<file path="config.mk">
export PLATFORM = sky130hd
export DESIGN_NAME = i2c_req_arbiter
export DESIGN_NICKNAME = d
export VERILOG_FILES = /design/src/rtl/i2c_req_arbiter.sv
export SDC_FILE = /design/constraint.sdc
export NUM_CORES = 1
export LEC_CHECK = 0
export ABC_AREA = 1
export BUFFER_PORTS_ARGS = -buffer_cell sky130_fd_sc_hd__buf_2
export CORE_AREA = 4 4 123 113
export CTS_BUF_LIST = sky130_fd_sc_hd__clkbuf_8
export CTS_CLUSTER_DIAMETER = 100
export CTS_CLUSTER_SIZE = 14
export DETAILED_ROUTE_END_ITERATION = 10
export DIE_AREA = 0 0 127 117
export RECOVER_POWER = 25
export SLEW_MARGIN = 20
export SYNTH_ARGS = -nofsm -noshare
export SYNTH_HDL_FRONTEND = slang
export SYNTH_SLANG_ARGS = --single-unit
</file>
<file path="constraint.sdc">
create_clock -name clk_i -period 2.5 [get_ports clk_i]
set_clock_uncertainty 0.1 [all_clocks]
set_input_delay 0.25 -clock clk_i [delete_from_list [all_inputs] [get_ports clk_i]]
set_output_delay 0.25 -clock clk_i [all_outputs]
set_load 0.01 [all_outputs]
</file>
<file path="src/rtl/i2c_req_arbiter.sv">
// i2c_req_arbiter: round-robin sharing of one i2c master between N_REQ requesters
module i2c_req_arbiter #(
    parameter int N_REQ       = 4,
    parameter int TIMEOUT_CYC = 4096
) (
    input  logic               clk_i,
    input  logic               rst_ni,
    input  logic [N_REQ-1:0]   req_i,
    input  logic [N_REQ-1:0]   req_wr_i,
    input  logic [7*N_REQ-1:0] req_addr_i,
    input  logic [8*N_REQ-1:0] req_wdata_i,
    output logic [N_REQ-1:0]   gnt_o,
    output logic [N_REQ-1:0]   rsp_done_o,
    output logic               rsp_err_o,
    output logic [7:0]         rsp_rdata_o,
    output logic               m_newd_o,
    output logic               m_wr_o,
    output logic [6:0]         m_addr_o,
    output logic [7:0]         m_wdata_o,
    input  logic [7:0]         m_rdata_i,
    input  logic               m_done_i
);
    localparam int IW  = $clog2(N_REQ);
    localparam int IW1 = IW + 1;
    localparam int TW  = $clog2(TIMEOUT_CYC);
    localparam logic [1:0] S_IDLE   = 2'd0;
    localparam logic [1:0] S_LAUNCH = 2'd1;
    localparam logic [1:0] S_WAIT   = 2'd2;
    localparam logic [1:0] S_RESP   = 2'd3;

    logic [1:0]         state_q;
    logic [N_REQ-1:0]   gnt_q, rsp_done_q;
    logic [IW-1:0]      rr_q, win_q, win_d;
    logic [TW-1:0]      timer_q;
    logic               done_q, rsp_err_q, m_newd_q, m_wr_q, wr_d;
    logic [7:0]         rsp_rdata_q, m_wdata_q, wdata_d;
    logic [6:0]         m_addr_q, addr_d;
    logic [2*N_REQ-1:0] rot;
    logic [IW:0]        off, sum;

    // Winner is the first requester at or after rr_q; its fields are muxed out for latching
    always_comb begin
        rot = {req_i, req_i} >> rr_q;
        off = '0;
        for (int i = N_REQ - 1; i >= 0; i--) off = rot[i] ? IW1'(i) : off;
        sum = {1'b0, rr_q} + off;
        win_d = (sum >= IW1'(N_REQ)) ? IW'(sum - IW1'(N_REQ)) : sum[IW-1:0];
        wr_d = 1'b0;
        addr_d = '0;
        wdata_d = '0;
        for (int i = 0; i < N_REQ; i++) begin
            wr_d = (win_d == IW'(i)) ? req_wr_i[i] : wr_d;
            addr_d = (win_d == IW'(i)) ? req_addr_i[7*i +: 7] : addr_d;
            wdata_d = (win_d == IW'(i)) ? req_wdata_i[8*i +: 8] : wdata_d;
        end
    end

    // Transaction sequencer: grant, launch pulse, wait for a fresh m_done edge or timeout, respond
    always_ff @(posedge clk_i or negedge rst_ni) begin
        if (!rst_ni) begin
            state_q     <= S_IDLE;
            gnt_q       <= '0;
            rsp_done_q  <= '0;
            rsp_err_q   <= 1'b0;
            rsp_rdata_q <= '0;
            m_newd_q    <= 1'b0;
            m_wr_q      <= 1'b1;
            m_addr_q    <= '0;
            m_wdata_q   <= '0;
            rr_q        <= '0;
            win_q       <= '0;
            timer_q     <= '0;
            done_q      <= 1'b0;
        end else begin
            done_q     <= m_done_i;
            m_newd_q   <= (state_q == S_LAUNCH);
            rsp_done_q <= '0;
            if (state_q == S_IDLE) begin
                if (|req_i) begin
                    gnt_q     <= {{(N_REQ-1){1'b0}}, 1'b1} << win_d;
                    win_q     <= win_d;
                    m_wr_q    <= wr_d;
                    m_addr_q  <= addr_d;
                    m_wdata_q <= wdata_d;
                    state_q   <= S_LAUNCH;
                end
            end else if (state_q == S_LAUNCH) begin
                timer_q <= '0;
                state_q <= S_WAIT;
            end else if (state_q == S_WAIT) begin
                if (m_done_i && !done_q) begin
                    if (!m_wr_q) rsp_rdata_q <= m_rdata_i;
                    rsp_err_q  <= 1'b0;
                    rsp_done_q <= gnt_q;
                    state_q    <= S_RESP;
                end else if (timer_q == TW'(TIMEOUT_CYC - 1)) begin
                    rsp_err_q  <= 1'b1;
                    rsp_done_q <= gnt_q;
                    state_q    <= S_RESP;
                end else begin
                    timer_q <= timer_q + 1'b1;
                end
            end else begin
                gnt_q     <= '0;
                rsp_err_q <= 1'b0;
                rr_q      <= (win_q == IW'(N_REQ - 1)) ? '0 : win_q + 1'b1;
                state_q   <= S_IDLE;
            end
        end
    end

    assign gnt_o       = gnt_q;
    assign rsp_done_o  = rsp_done_q;
    assign rsp_err_o   = rsp_err_q;
    assign rsp_rdata_o = rsp_rdata_q;
    assign m_newd_o    = m_newd_q;
    assign m_wr_o      = m_wr_q;
    assign m_addr_o    = m_addr_q;
    assign m_wdata_o   = m_wdata_q;
endmodule

</file>
==> summary.txt <==
Power
  – Flop pwr share: 0.243
  – Max rail drop VDD: approximately 630 µV
  – Sw Ratio: 0.511
  – Psw: between 2 and 3 mW
  – Logic pwr share: 0.671
  – Power Dens Cells: 1440 mW/mm²
  – P_int: about 2.8 mW
  – Clock Power Share: 0.087
  – Leakage: 2.14 nW

Global route
  – First-pass GRT wire length: between 10 and 15 mm
  – Vias in the first global route: between 3000 and 4000
  – Global route overflow: 0
  – GR Util All Layers: 0.123
  – Met2 Use GR: 0.201
  – Met3 Usage GRT: 0.0263
  – Antenna violations before repair: 0
  – Gr busiest metal: met2
  – Largest net degree at the start of global routing: 26
  – Met1 Use GR: 0.167

Placement
  – Gpl congestion: between 0.8 and 0.9
  – Dpl cell area: between 0.003 and 0.004 mm²
  – Worst slack at placement: -0.0674 ns
  – HPWL Detailed: between 7 and 8 mm
  – IO Port Bufs: 112

Timing
  – Setup violators final: 0
  – Final Hold Fails: 0
  – Worst setup slack after layout: 0.174 ns
  – Tcrit/Tclk final: 0.930
  – RSZ-0062 raised after global routing: false
  – F_max: about 430 MHz
  – Tightest Pin Transition: ~0.9 ns
  – Max transition margin: 0.400
  – Period minus WS final: approximately 2.3 ns
  – Slew Viols, Final: 0

Floorplanning
  – I/O pin count: 113
  – Core area: around 0.013 mm²
  – Chip Width: roughly 130 µm
  – Initial Util: 0.247
  – Area of the die: 0.0149 mm²
  – Die Span Y: 117 µm
  – # rows: 39

Route
  – Via density per instance: approximately 4.5
  – Initial DRC Count: roughly 270
  – Avg WL per Cell: 13.3 µm
  – First-pass DRT Iterations: 5
  – DRC viols: 0
  – DRT antenna net count: 0
  – Routed vias: between 3000 and 4000
  – Final wirelength: 9.11 mm

Layout
  – Antenna Cells: 0
  – Layout cells sized above 1: 0.324
  – Most frequent cells in the layout: nand2_1, buf_2, dfrtp_1, inv_1, nand3_1
  – Seq. cell area: 0.00133 mm²
  – # fillers: about 1400
  – Commonest non-fill, non-tap cell in the layout: nand2_1
  – Final instance area: 0.00404 mm²
  – Multi-input gate area: 0.00153 mm²
  – Nets: roughly 610
  – Synthesis-to-finish area growth: 29.7%

Status
  – Outcome: completed

CTS
  – Clock Latency Late Sink: roughly 0.31 ns
  – CTS buffer count: 5
  – Reg clk slew, reported paths: 0.10 ns
  – CTS tree: yes
  – Clk sinks: between 50 and 60
  – Deepest clock path buffer count: 2
  – CTS H-tree depth: 2
  – Root buffer cell: clkbuf_8

Setup path
  – CP Launch Type: flip-flop
  – Worst setup path class: flip-flop to flip-flop
  – Worst Setup End Kind: flip-flop
  – Max FO, Critical Path: 12
  – Required time of the critical path: 2.61 ns
  – WP data arrival: between 2 and 2.5 ns

Worst hold path
  – Hold Path Class: primary input to flip-flop

Synthesis
  – Unique masters post-synth: 34
  – Ys Warns: 0
  – Cell Area, Synth: approximately 0.0031 mm²
  – Total of flip-flops plus latches after synthesis: 53
  – Cells after Synth: 401
  – Register area share after synthesis: 0.426
  – Syn_nets: just under 500
  – Synth Area per Inst: approximately 7.8 µm²

Flow run
  – Max_cap viols: 0
## cell families after synthesis
kind of cell	synth area share
and+or+nand+nor	0.317
buffers and inverters	0.0920
AOI/OAI and AO/OA	0.0896
muxes	0.0289
xor gates and xnor gates	0.0141
DFF	0.426
adders and majority gates	0.0322
## flip-flops by register name, indices dropped and copies added (netlist names)
register / flops
done_q: 1
m_wdata_o: 8
rr_q: 2
rsp_rdata_o: 8
m_wr_o: 1
timer_q: 12
m_newd_o: 1
gnt_o: 4
rsp_err_o: 1
rsp_done_o: 4
m_addr_o: 7
win_q: 2
state_q: 2
## through the flow
| step | utilization | setup TNS, ns | total power [mW] | hold WS (ns) | std cells |
|---|---|---|---|---|---|
| finish | 0.321 | 0 | 5.81 | 0.0638 | 686 |
| global route | 0.321 | 0 | 6.48 | 0.0498 | 686 |
| CTS | 0.316 | 0 | 5.65 | 0.0466 | 681 |
| detailed placement | 0.306 | -0.451 | 5.09 | 0.0964 | 671 |
| global placement | 0.306 | 0 | 5.00 | 0.0842 | 671 |
| floorplan | - | 0 | 4.12 | -0.146 | 401 |
## metal layers
metal  up-vias  part of all wire
met2       118              0.46
met3        15             0.063
li1       1558                 -
met1      1425              0.46
met5         -                 0
met4         0             0.014
## final timing paths
path	depth (start not counted)	endpoint	from	slack, ns
worst min-delay path	2	rsp_rdata_o[0]	m_rdata_i[0]	0.06
worst max-delay path	15	m_wdata_o[6]	rr_q[1]	0.17
worst max register to register	15	m_wdata_o[6]	rr_q[1]	0.17
worst min register to register	2	m_wdata_o[2]	m_wdata_o[2]	0.39
max in group asynchronous	3	rsp_err_o	rst_ni	0.54
min in group asynchronous	2	rsp_done_o[2]	rst_ni	0.46
## cells in the mapped netlist (all sizes together)
library cell / instances / area (µm²)
mux2: 8 / 90.1
a21oi: 5 / 25.0
or2: 5 / 31.3
nor4: 3 / 18.8
clkbuf: 6 / 22.5
nand4: 20 / 125
nand3: 34 / 183
xor2: 4 / 35.0
nor3: 9 / 45.0
nor2: 12 / 60.1
o32ai: 3 / 26.3
buf: 8 / 61.3
o31ai: 3 / 22.5
a2bb2oi: 1 / 8.76
o22ai: 1 / 6.26
dfstp: 1 / 26.3
nand2: 123 / 500
ha: 8 / 100
nand3b: 3 / 22.5
inv: 54 / 203
o21ai: 35 / 175
dfrtp: 52 / 1300
a21boi: 2 / 15.0
xnor2: 1 / 8.76
## what timing repair did
action / CTS / global route
endpoints found under the setup margin: 16 / 16
gates cloned: 0 / 0
pin swaps: 0 / 1
resized for setup: 5 / 6
hold endpoints to repair: 16 / 0
setup buffers: 0 / 5
hold buffers: 2 / 0
## worst max-delay path: stages, from the launching register on
cell      delay, ns
dfrtp_2        0.47
inv_2          0.11
nand3_1        0.08
nand2_1        0.10
nand3_1        0.09
a21boi_2       0.18
ha_4           0.16
xnor2_2        0.13
inv_1          0.10
nand2_4        0.11
buf_4          0.19
nand4_1        0.10
nand3_1        0.13
nand2_1        0.07
nand2_1        0.06
nand2_1        0.04
## area by class of cell
cell class | instances | share of cell area
repair buffers | 127 | 0.168
clock buffers | 5 | 0.0170
flip-flops and latches | 53 | 0.329
multi-input cells | 280 | 0.379
inverters | 54 | 0.0508
clock inverters | 3 | 0.00527
well taps | 164 | 0.0508
## power groups by stage
stage	logic [mW]	registers, mW	clock network [mW]
detailed placement	3.66	1.42	0
finish	3.90	1.41	0.503
CTS	3.69	1.42	0.536
global route	4.46	1.46	0.564
global placement	3.58	1.42	0
floorplan	2.62	1.50	0
No activity file was read; power rests on OpenSTA's default activity.
